[config.mk]
export PLATFORM = sky130hd
export DESIGN_NAME = control_unit_multi
export DESIGN_NICKNAME = d
export VERILOG_FILES = /design/src/rtl/control_unit_multi_pkg.sv /design/src/rtl/control_unit_multi_collector.sv /design/src/rtl/control_unit_multi.sv
export SDC_FILE = /design/constraint.sdc
export NUM_CORES = 1
export LEC_CHECK = 0
export CAP_MARGIN = 20
export CORE_MARGIN = 3
export CORE_UTILIZATION = 45
export DETAILED_ROUTE_END_ITERATION = 12
export GPL_ROUTABILITY_DRIVEN = 0
export PLACE_DENSITY = 0.69
export SKIP_CTS_REPAIR_TIMING = 1
export SYNTH_ARGS = -nofsm -noshare
export SYNTH_HDL_FRONTEND = slang
export SYNTH_SLANG_ARGS = --single-unit
[constraint.sdc]
create_clock -name clk -period 8.1 [get_ports clk]
set_input_delay 1.215 -clock clk [delete_from_list [all_inputs] [get_ports clk]]
set_output_delay 1.215 -clock clk [all_outputs]
set_load 0.01 [all_outputs]
[src/rtl/control_unit_multi_pkg.sv]
// Shared definitions for the multi-pipeline command decoder.
// Holds the command-byte field positions, opcode values, the state
// encoding and small helpers used by the top and the byte collector.
package control_unit_multi_pkg;

  // Command byte layout: [7:4] opcode, [3:0] pipeline index
  localparam int CMD_OP_MSB   = 7;
  localparam int CMD_OP_LSB   = 4;
  localparam int CMD_PIPE_MSB = 3;
  localparam int CMD_PIPE_LSB = 0;

  localparam logic [3:0] OP_WRITE_INSTR     = 4'd1;
  localparam logic [3:0] OP_WRITE_REG       = 4'd2;
  localparam logic [3:0] OP_UPDATE_REG      = 4'd3;
  localparam logic [3:0] OP_ALLOC_SRAM      = 4'd4;
  localparam logic [3:0] OP_SWAP            = 4'd5;
  localparam logic [3:0] OP_RESET_PIPELINE  = 4'd6;
  localparam logic [3:0] OP_SET_INPUT_GAIN  = 4'd7;
  localparam logic [3:0] OP_SET_OUTPUT_GAIN = 4'd8;

  // Encodings are visible on control_state, so they are fixed explicitly
  typedef enum logic [2:0] {
    ST_READY     = 3'd0,
    ST_BEGIN     = 3'd1,
    ST_GET_BLOCK = 3'd2,
    ST_GET_REG   = 3'd3,
    ST_GET_DATA  = 3'd4,
    ST_GET_INSTR = 3'd5,
    ST_STROBE    = 3'd6,
    ST_SWAP_WAIT = 3'd7
  } state_e;

  function automatic int max_int(input int a, input int b);
    return (a > b) ? a : b;
  endfunction

  function automatic logic is_get(input state_e s);
    return (s == ST_GET_BLOCK) || (s == ST_GET_REG) ||
           (s == ST_GET_DATA)  || (s == ST_GET_INSTR);
  endfunction

  function automatic logic op_known(input logic [3:0] op);
    return (op >= OP_WRITE_INSTR) && (op <= OP_SET_OUTPUT_GAIN);
  endfunction

  // Opcodes whose pipeline index selects a strobe bit and so must be in range
  function automatic logic op_needs_pipe(input logic [3:0] op);
    return (op == OP_WRITE_INSTR) || (op == OP_WRITE_REG) ||
           (op == OP_UPDATE_REG)  || (op == OP_ALLOC_SRAM) ||
           (op == OP_RESET_PIPELINE);
  endfunction

endpackage

[src/rtl/control_unit_multi_collector.sv]
// ctrl_byte_collector: byte intake for the command decoder.
// Owns the acceptance guard, the registered FIFO pop pulse, the MSB-first
// payload shift register, the payload byte counter and the idle timeout.
// Ports:
//   clk, reset      clock, asynchronous active-high reset
//   in_byte/in_ready head of host FIFO and its non-empty flag
//   accept_en       current state may consume a byte
//   shift_en        accepted bytes are payload and go into shreg
//   idle_en         idle timeout counter runs in this state
//   start           entering a new GET/wait state: clear counters
//   n_bytes         payload bytes expected in the current state
//   accept          byte consumed this cycle (combinational)
//   done            last payload byte consumed this cycle (combinational)
//   expire          idle limit reached with no acceptance (combinational)
//   next            one-cycle pop pulse, the cycle after accept
//   shreg           assembled payload, newest byte in the low bits
module ctrl_byte_collector #(
  parameter int WIDTH          = 32,
  parameter int TIMEOUT_CYCLES = 65535
) (
  input  logic             clk,
  input  logic             reset,
  input  logic [7:0]       in_byte,
  input  logic             in_ready,
  input  logic             accept_en,
  input  logic             shift_en,
  input  logic             idle_en,
  input  logic             start,
  input  logic [3:0]       n_bytes,
  output logic             accept,
  output logic             done,
  output logic             expire,
  output logic             next,
  output logic [WIDTH-1:0] shreg
);

  localparam int IDLE_W = $clog2(TIMEOUT_CYCLES);

  logic              guard;
  logic [3:0]        byte_cnt;
  logic [IDLE_W-1:0] idle_cnt;

  // The FIFO head is still visible the cycle after a pop is requested, so
  // the guard blocks that stale byte from being taken twice.
  assign accept = accept_en && in_ready && !guard;
  assign done   = accept && shift_en && (byte_cnt == n_bytes - 4'd1);
  // Acceptance wins over expiry in the same cycle
  assign expire = idle_en && !accept &&
                  (idle_cnt == IDLE_W'(TIMEOUT_CYCLES - 1));

  // NOTE: sequential state uses non-blocking assignments so every register
  // samples the pre-edge values, independent of statement order.
  always_ff @(posedge clk or posedge reset) begin
    if (reset) begin
      guard    <= 1'b0;
      next     <= 1'b0;
      shreg    <= '0;
      byte_cnt <= '0;
      idle_cnt <= '0;
    end else begin
      guard <= accept;
      next  <= accept;
      if (shift_en && accept) shreg <= WIDTH'({shreg, in_byte});
      if (start)                    byte_cnt <= '0;
      else if (shift_en && accept)  byte_cnt <= byte_cnt + 4'd1;
      if (start || accept)          idle_cnt <= '0;
      else if (idle_en && !expire)  idle_cnt <= idle_cnt + 1'b1;
    end
  end

endmodule

[src/rtl/control_unit_multi.sv]
// control_unit_multi: byte-stream command decoder for an array of DSP
// pipelines. Pops command and payload bytes from the host FIFO, decodes
// them and issues one-cycle per-pipeline strobes with their target,
// register, data and instruction buses.
// Ports:
//   clk, reset           clock, asynchronous active-high reset
//   in_byte/in_ready/next host FIFO head, non-empty flag, pop pulse
//   block_target, reg_target, data_out, instr_out  command buses
//   block_instr_write, block_reg_write, block_reg_update,
//   alloc_sram_delay, reset_pipeline               one-hot strobes
//   swap_pipelines / pipelines_swapping            swap handshake
//   set_input_gain, set_output_gain                gain update pulses
//   invalid, timeout_err                           error pulses
//   control_state                                  current state
module control_unit_multi
  import control_unit_multi_pkg::*;
#(
  parameter int N_PIPELINES    = 4,
  parameter int N_BLOCKS       = 32,
  parameter int REG_ADDR_WIDTH = 4,
  parameter int DATA_WIDTH     = 16,
  parameter int INSTR_WIDTH    = 32,
  parameter int TIMEOUT_CYCLES = 65535
) (
  input  logic                        clk,
  input  logic                        reset,
  input  logic [7:0]                  in_byte,
  input  logic                        in_ready,
  output logic                        next,
  output logic [$clog2(N_BLOCKS)-1:0] block_target,
  output logic [REG_ADDR_WIDTH-1:0]   reg_target,
  output logic [DATA_WIDTH-1:0]       data_out,
  output logic [INSTR_WIDTH-1:0]      instr_out,
  output logic [N_PIPELINES-1:0]      block_instr_write,
  output logic [N_PIPELINES-1:0]      block_reg_write,
  output logic [N_PIPELINES-1:0]      block_reg_update,
  output logic [N_PIPELINES-1:0]      alloc_sram_delay,
  output logic [N_PIPELINES-1:0]      reset_pipeline,
  output logic                        swap_pipelines,
  input  logic                        pipelines_swapping,
  output logic                        set_input_gain,
  output logic                        set_output_gain,
  output logic                        invalid,
  output logic                        timeout_err,
  output logic [7:0]                  control_state
);

  localparam int BW = $clog2(N_BLOCKS);
  localparam int SW = max_int(DATA_WIDTH, INSTR_WIDTH);

  state_e                    state, state_d;
  logic [7:0]                cmd_q;
  logic [BW-1:0]             blk_q;
  logic [REG_ADDR_WIDTH-1:0] reg_q;
  logic                      seen_swap;
  logic [3:0]                op, pipe;
  logic                      bad_cmd;
  logic [N_PIPELINES-1:0]    pipe_onehot;
  logic                      accept, done, expire, start;
  logic [SW-1:0]             shreg;

  assign op          = cmd_q[CMD_OP_MSB:CMD_OP_LSB];
  assign pipe        = cmd_q[CMD_PIPE_MSB:CMD_PIPE_LSB];
  assign bad_cmd     = !op_known(op) ||
                       (op_needs_pipe(op) && (32'(pipe) >= N_PIPELINES));
  assign pipe_onehot = N_PIPELINES'(1) << pipe;
  assign control_state = 8'(state);

  ctrl_byte_collector #(
    .WIDTH          (SW),
    .TIMEOUT_CYCLES (TIMEOUT_CYCLES)
  ) u_collector (
    .clk       (clk),
    .reset     (reset),
    .in_byte   (in_byte),
    .in_ready  (in_ready),
    .accept_en ((state == ST_READY) || is_get(state)),
    .shift_en  ((state == ST_GET_DATA) || (state == ST_GET_INSTR)),
    .idle_en   (is_get(state) || (state == ST_SWAP_WAIT)),
    .start     (start),
    .n_bytes   ((state == ST_GET_INSTR) ? 4'(INSTR_WIDTH / 8) : 4'(DATA_WIDTH / 8)),
    .accept    (accept),
    .done      (done),
    .expire    (expire),
    .next      (next),
    .shreg     (shreg)
  );

  // Next-state logic
  always_comb begin
    // NOTE: default every combinational output up front so no path infers a latch.
    state_d = state;
    unique case (state)
      ST_READY:     if (accept) state_d = ST_BEGIN;
      ST_BEGIN: begin
        if (bad_cmd) state_d = ST_READY;
        else begin
          unique case (op)
            OP_WRITE_INSTR, OP_WRITE_REG, OP_UPDATE_REG: state_d = ST_GET_BLOCK;
            OP_SWAP:                                     state_d = ST_SWAP_WAIT;
            OP_RESET_PIPELINE:                           state_d = ST_READY;
            default:                                     state_d = ST_GET_DATA;
          endcase
        end
      end
      ST_GET_BLOCK: if (accept) state_d = (op == OP_WRITE_INSTR) ? ST_GET_INSTR : ST_GET_REG;
                    else if (expire) state_d = ST_READY;
      ST_GET_REG:   if (accept) state_d = ST_GET_DATA;
                    else if (expire) state_d = ST_READY;
      ST_GET_DATA,
      ST_GET_INSTR: if (done) state_d = ST_STROBE;
                    else if (expire) state_d = ST_READY;
      ST_STROBE:    state_d = ST_READY;
      ST_SWAP_WAIT: if (expire || (seen_swap && !pipelines_swapping)) state_d = ST_READY;
      default:      state_d = ST_READY;
    endcase
    start = (state_d != state) && (is_get(state_d) || (state_d == ST_SWAP_WAIT));
  end

  // State register and command field capture
  always_ff @(posedge clk or posedge reset) begin
    if (reset) begin
      state     <= ST_READY;
      cmd_q     <= '0;
      blk_q     <= '0;
      reg_q     <= '0;
      seen_swap <= 1'b0;
    end else begin
      state <= state_d;
      if (state == ST_READY && accept)     cmd_q <= in_byte;
      if (state == ST_GET_BLOCK && accept) blk_q <= in_byte[BW-1:0];
      if (state == ST_GET_REG && accept)   reg_q <= in_byte[REG_ADDR_WIDTH-1:0];
      if (state == ST_BEGIN)               seen_swap <= 1'b0;
      else if (state == ST_SWAP_WAIT && pipelines_swapping) seen_swap <= 1'b1;
    end
  end

  // Output logic: next values of the registered outputs
  logic                      fire, go;
  logic [BW-1:0]             block_target_d;
  logic [REG_ADDR_WIDTH-1:0] reg_target_d;
  logic [DATA_WIDTH-1:0]     data_out_d;
  logic [INSTR_WIDTH-1:0]    instr_out_d;

  always_comb begin
    fire           = (state == ST_STROBE);
    go             = (state == ST_BEGIN) && !bad_cmd;
    block_target_d = block_target;
    reg_target_d   = reg_target;
    data_out_d     = data_out;
    instr_out_d    = instr_out;
    if (fire) begin
      if (op == OP_WRITE_INSTR || op == OP_WRITE_REG || op == OP_UPDATE_REG)
        block_target_d = blk_q;
      if (op == OP_WRITE_REG || op == OP_UPDATE_REG)
        reg_target_d = reg_q;
      if (op == OP_WRITE_INSTR) instr_out_d = shreg[INSTR_WIDTH-1:0];
      else                      data_out_d  = shreg[DATA_WIDTH-1:0];
    end
  end

  always_ff @(posedge clk or posedge reset) begin
    if (reset) begin
      block_target      <= '0;
      reg_target        <= '0;
      data_out          <= '0;
      instr_out         <= '0;
      block_instr_write <= '0;
      block_reg_write   <= '0;
      block_reg_update  <= '0;
      alloc_sram_delay  <= '0;
      reset_pipeline    <= '0;
      swap_pipelines    <= 1'b0;
      set_input_gain    <= 1'b0;
      set_output_gain   <= 1'b0;
      invalid           <= 1'b0;
      timeout_err       <= 1'b0;
    end else begin
      block_target      <= block_target_d;
      reg_target        <= reg_target_d;
      data_out          <= data_out_d;
      instr_out         <= instr_out_d;
      block_instr_write <= (fire && op == OP_WRITE_INSTR) ? pipe_onehot : '0;
      block_reg_write   <= (fire && op == OP_WRITE_REG)   ? pipe_onehot : '0;
      block_reg_update  <= (fire && op == OP_UPDATE_REG)  ? pipe_onehot : '0;
      alloc_sram_delay  <= (fire && op == OP_ALLOC_SRAM)  ? pipe_onehot : '0;
      reset_pipeline    <= (go && op == OP_RESET_PIPELINE) ? pipe_onehot : '0;
      swap_pipelines    <= go && (op == OP_SWAP);
      set_input_gain    <= fire && (op == OP_SET_INPUT_GAIN);
      set_output_gain   <= fire && (op == OP_SET_OUTPUT_GAIN);
      invalid           <= (state == ST_BEGIN) && bad_cmd;
      timeout_err       <= expire;
    end
  end

endmodule

==> results of run 1 <==
==> critical path: stages <==
cell             delay, ns
clkdlybuf4s50_1       0.51
nor4bb_4              0.30
buf_4                 0.46
and3_1                0.31
a21oi_1               0.09
o21bai_1              0.16
a22oi_1               0.12
a31oi_2               0.13
buf_4                 0.33
nor2_1                0.09
==> per-stage QoR <==
step           hold slack (ns)  std cells
5_1_grt                  0.484        763
3_5_place_dp             0.464        733
6_report                 0.473        763
3_3_place_gp             0.463        732
4_1_cts                  0.474        763
2_1_floorplan            0.435        479
==> registers in the layout, summed over array words and instances (netlist names), 3 cells and up <==
name	count
reg_q	4
u_collector.idle_cnt	16
block_reg_write	4
cmd_q	8
alloc_sram_delay	4
u_collector.byte_cnt	4
block_target	5
state	3
reg_target	4
block_instr_write	4
u_collector.shreg	32
block_reg_update	4
data_out	16
blk_q	5
instr_out	32
reset_pipeline	4
==> layout make-up <==
class                   count  area share
multi-input cells         287       0.296
repair buffers            102       0.123
clock buffers              19      0.0544
well taps                 180      0.0276
clock inverters            11      0.0149
flip-flops and latches    156       0.479
inverters                   8     0.00430
==> synth_stat cells (all sizes together) (3+ instances only) <==
master / n
dfrtp: 156
inv: 8
nand3b: 5
and3: 6
xor2: 15
mux2: 101
buf: 19
clkbuf: 9
nand3: 10
or4: 3
a2111oi: 3
o21ai: 10
nand4: 4
xnor2: 4
nor2: 28
nor3: 23
o211ai: 3
a21oi: 3
ha: 3
nand2: 28
==> cells by family after synthesis <==
kind of cell	count (synthesis)	share of synthesized area
XOR/XNOR	19	0.0257
buffers and inverters	36	0.0296
other	1	0.000580
adder cells (fa/ha/maj)	3	0.00580
AND/OR/NAND/NOR	125	0.115
flip-flops	156	0.603
multiplexers	102	0.177
AO/OA/AOI/OAI	33	0.0426
==> per-layer routing <==
metal	part of all wire	GRT usage	wire length, microns	vias to the layer above
met5	0.00095	0	13	-
met4	0.014	0.0625	198	2
met3	0.046	0.0551	630	19
met2	0.49	0.289	6710	99
met1	0.45	0.240	6150	2075
li1	-	-	-	1857
==> final timing paths <==
check / from / to / slack [ns]
max reg2reg: cmd_q[4] / u_collector.idle_cnt[1] / 5.25
max in group asynchronous: reset / u_collector.shreg[12] / 5.44
min in group asynchronous: reset / instr_out[22] / 1.35
min: reg_q[0] / reg_target[0] / 0.47
min reg2reg: reg_q[0] / reg_target[0] / 0.47
max: in_ready / u_collector.byte_cnt[1] / 4.67
==> power by group through the flow <==
stage               clock network [mW]  registers [mW]  logic, mW
floorplan                            0            1.19      0.524
global placement                     0            1.23      0.804
detailed placement                   0            1.24      0.828
CTS                              0.773            1.23      0.836
global route                     0.809            1.27      0.894
finish                           0.760            1.23      0.826
==> run_results.csv, run 1 <==
group,metric,value,unit
placement,place_ws,4.23,ns
sta,setup_viol,0,
final_layout,area_delta_synth_final,25.9,%
global_route,antenna_found_initial,1,
synthesis,synth-main-ff-cell,"dfrtp_1",
sta,fmaxAchievable,292,MHz
sta,finalSetupTns,0,ns
floorplanning,io_pins,103,
floorplanning,die_w,126,microns
sta,worst_slack,4.67,ns
setup_path,worstPathArrival,3.72,ns
setup_path,path_max_fanout,37,
placement,port_buffers,97,
setup_path,required,8.40,ns
sta,fin_crit_sh,0.423,
placement,dp_hpwl,9280,microns
synthesis,synth_top_area_frac,0.603,
synthesis,synth_cell_types,55,
drt,drcViolationCount,0,
cts,clkLatencyLatePin,0.42,ns
drt,drt-total-wl,13700,microns
final_layout,final_design_area_no_fill,8150,sq um
setup_path,endpoint_kind,"register",
global_route,grt_max_degree,93,
sta,period_needed,3.43,ns
floorplanning,dieArea,15800,sq um
pwr,p_sw,0.888,mW
synthesis,syn-cell-area,6470,sq um
drt,wl_per_cell,18.0,microns
final_layout,layout_common_cells,"156 x dfrtp_1, 101 x mux2_2, 97 x clkdlybuf4s50_1",
cts,cts.path.max_buffers,2,
setup_path,cp-start-kind,"input pin",
final_layout,final_common_cell,"dfrtp_1",
cts,htreeDepth,4,
sta,slew_headroom,0.343,
final_layout,antenna_cells,0,
synthesis,ys_ff_latch,156,
synthesis,synth-async-reset-ratio,1.00,
pwr,swShare,0.315,
sta,tightest_slew,0.972,ns
cts,cts_tree,"built",
sta,finalHoldViolCount,0,
global_route,track_usage,0.182,
cts,path_clk_slew,0.06,ns
synthesis,synth_area_per_cell,13.6,sq um
run_status,status,"finished, final reports clean",
cts,clock_sinks,156,
final_layout,fillers,1135,
pwr,power,2.82,mW
drt,dr.pass1.iters,4,
floorplanning,rows,43,
global_route,grt_pass1_wl,22600,microns
pwr,ir_worst_vdd,194,uV
synthesis,synth_top_cell_by_area,"dfrtp_1",
setup_path,reg2reg_depth,8,
placement,place_area,7580,sq um
synthesis,synthCells,475,
drt,drt_iter0_drc,245,
cts,cts_root_buf,"clkbuf_16",
synthesis,yosys_warnings,0,
sta,rsz0062_at_grt,"false",
floorplanning,core,14000,sq um
drt,vias,4052,
sta,finClkSkew,0.00656,ns
pwr,internal_power,1.93,mW
pwr,power_frac_comb,0.293,
cts,cts_buffers,17,
final_layout,final_core_util,0.582,
global_route,grt_pass1_vias,4210,
worst_hold_path,hold_depth,2,
pwr,p_per_area,346,nW/um^2
pwr,clockPowerShare,0.270,
synthesis,yosys-top-cells-area,"dfrtp_1 60%, mux2_2 18%, nor3_2 2.5%, xor2_1 2.0%, nand2_1 1.6%",
global_route,overflow,0,
final_layout,drive_above_1_share,0.285,
final_layout,multi_input_area,2410,sq um
final_layout,seqCellArea,3900,sq um
flow_run,drv_cap,0,
synthesis,ys_seq_area_frac,0.603,
drt,drtAntennaViolNets,0,
synthesis,synth_edf_count,0,
setup_path,crit_type,"input pin to register",
floorplanning,start_util,0.462,
pwr,leakage,3.61,nW
sta,slew_viol_final,0,
worst_hold_path,hold_path.class,"register to register",
floorplanning,fp.dieH,126,microns
drt,vias_per_cell,5.31,
final_layout,nets,587,
pwr,pwr-share-seq,0.437,
Note: power is estimated with default switching activity, not from simulation.
==> inputs of run 2 (changes only) <==
Clock period 8.1 ns to 3.25 ns, I/O delays scaled along.
==> run_results.csv, run 2 (synthesis gave the netlist of run 1 again) <==
group,metric,value,unit
drt,vias,4069,
sta,period_needed,2.70,ns
pwr,ir_worst_vdd,502,uV
setup_path,path_buf_inv,1,
final_layout,final_common_cell,"dfrtp_1",
drt,drt-total-wl,13400,microns
worst_hold_path,hold_path.class,"input pin to async pin",
drt,drt_iter0_drc,154,
cts,htreeDepth,4,
global_route,grt_pass1_wl,22500,microns
final_layout,drive_above_1_share,0.292,
final_layout,fillers,1128,
placement,dp_hpwl,9160,microns
floorplanning,start_util,0.462,
cts,cts_buffers,17,
final_layout,layout_common_cells,"156 x dfrtp_1, 101 x mux2_2, 97 x clkdlybuf4s50_1",
drt,drcViolationCount,0,
cts,cts.path.max_buffers,2,
setup_path,cp-start-kind,"register",
cts,clkLatencyLatePin,0.42,ns
sta,finClkSkew,0.00740,ns
sta,finalSetupTns,0,ns
setup_path,cp_slowest_cell,"dfrtp_1",
final_layout,antenna_cells,0,
sta,fmaxAchievable,370,MHz
floorplanning,dieArea,15800,sq um
setup_path,crit_type,"register to register",
setup_path,crit_path_max_incr_delay,0.55,ns
sta,rsz0062_at_grt,"false",
sta,slew_viol_final,0,
sta,setup_viol,0,
pwr,leakage,3.64,nW
placement,port_buffers,97,
flow_run,drv_cap,0,
setup_path,endpoint_kind,"register",
setup_path,required,3.54,ns
setup_path,critPathTopFamily,"compound AO/OA/AOI/OAI gates",
drt,vias_per_cell,5.29,
floorplanning,core,14000,sq um
drt,wl_per_cell,17.4,microns
placement,place_area,7630,sq um
setup_path,crit_chain,"or3b_4 > and3_4 > a2111oi_4 > o21bai_1 > a22oi_1 > a31oi_2 > buf_4 > nor2_1",
setup_path,worstPathArrival,2.99,ns
final_layout,final_design_area_no_fill,8180,sq um
sta,slew_headroom,0.367,
cts,cts_tree,"built",
cts,cts_root_buf,"clkbuf_16",
setup_path,path_max_fanout,20,
floorplanning,io_pins,103,
global_route,grt_max_degree,103,
cts,path_clk_slew,0.06,ns
final_layout,area_delta_synth_final,26.5,%
final_layout,top_regs,"instr_out x32, u_collector.shreg x32",
global_route,antenna_found_initial,0,
floorplanning,die_w,126,microns
sta,tightest_slew,0.950,ns
cts,clock_sinks,156,
drt,drtAntennaViolNets,0,
sta,finalHoldViolCount,0,
sta,fin_crit_sh,0.831,
global_route,overflow,0,
run_status,status,"finished, final reports clean",
floorplanning,fp.dieH,126,microns
final_layout,nets,591,
global_route,track_usage,0.178,
pwr,p_per_area,855,nW/um^2
floorplanning,rows,43,
final_layout,seqCellArea,3900,sq um
global_route,grt_pass1_vias,4348,
drt,dr.pass1.iters,4,
final_layout,multi_input_area,2410,sq um
run 2: changes by cell type in the layout (fill, tap and decap cells not counted):
cell,delta
buf_4,+4
clkinv_2,+2
clkinvlp_4,-2
inv_6,+2
buf_12,+1
buf_2,-1
bufinv_16,-1
clkinv_4,+1
run 2: path summary, 6_finish.rpt:
| kind | startpoint | cells after the start | to | slack [ns] |
|---|---|---|---|---|
| worst min register to register | reg_q[0] | 2 | reg_target[0] | 0.47 |
| min in group clk | reg_q[0] | 2 | reg_target[0] | 0.47 |
| worst max register to register | state[2] | 8 | u_collector.byte_cnt[1] | 0.55 |
| max in group asynchronous | reset | 3 | reg_q[0] | 1.97 |
| worst min-delay path | reset | 2 | block_reg_update[3] | 0.43 |
| worst max-delay path | state[2] | 8 | u_collector.byte_cnt[1] | 0.55 |
run 2: through the flow:
| step | instances | setup slack [ns] | total power, mW | hold WS, ns | utilization |
|---|---|---|---|---|---|
| after floorplan | 479 | 0.790 | 4.28 | 0.435 | - |
| after global placement | 737 | 0.540 | 5.09 | 0.462 | 0.545 |
| after detailed placement | 737 | 0.485 | 5.17 | 0.465 | 0.545 |
| after CTS | 769 | 0.629 | 7.05 | 0.431 | 0.585 |
| after global routing | 769 | 0.470 | 7.39 | 0.474 | 0.585 |
| final | 769 | 0.550 | 6.99 | 0.427 | 0.585 |
run 2: area by class of cell:
type | instances | share of cell area
well taps | 180 | 0.0275
multi-input cells | 287 | 0.295
clock buffers | 19 | 0.0541
clock inverters | 13 | 0.0139
repair buffers | 106 | 0.128
inverters | 8 | 0.00413
flip-flops and latches | 156 | 0.477
run 2: per-layer routing:
layer | GRT usage | vias up | wire length, microns
met1 | 0.239 | 2090 | 6010
met4 | 0.0662 | 0 | 197
met2 | 0.279 | 106 | 6430
met3 | 0.0479 | 16 | 732
li1 | - | 1857 | -
met5 | 0 | - | 0
run 2: power by group:
part | leakage (nW) | switching (mW) | internal [mW] | total, mW
Combinational | 1.31 | 0.936 | 1.16 | 2.09
Sequential | 2.05 | 0.510 | 2.53 | 3.04
Clock | 0.274 | 0.785 | 1.08 | 1.86
Total | 3.64 | 2.23 | 4.76 | 6.99
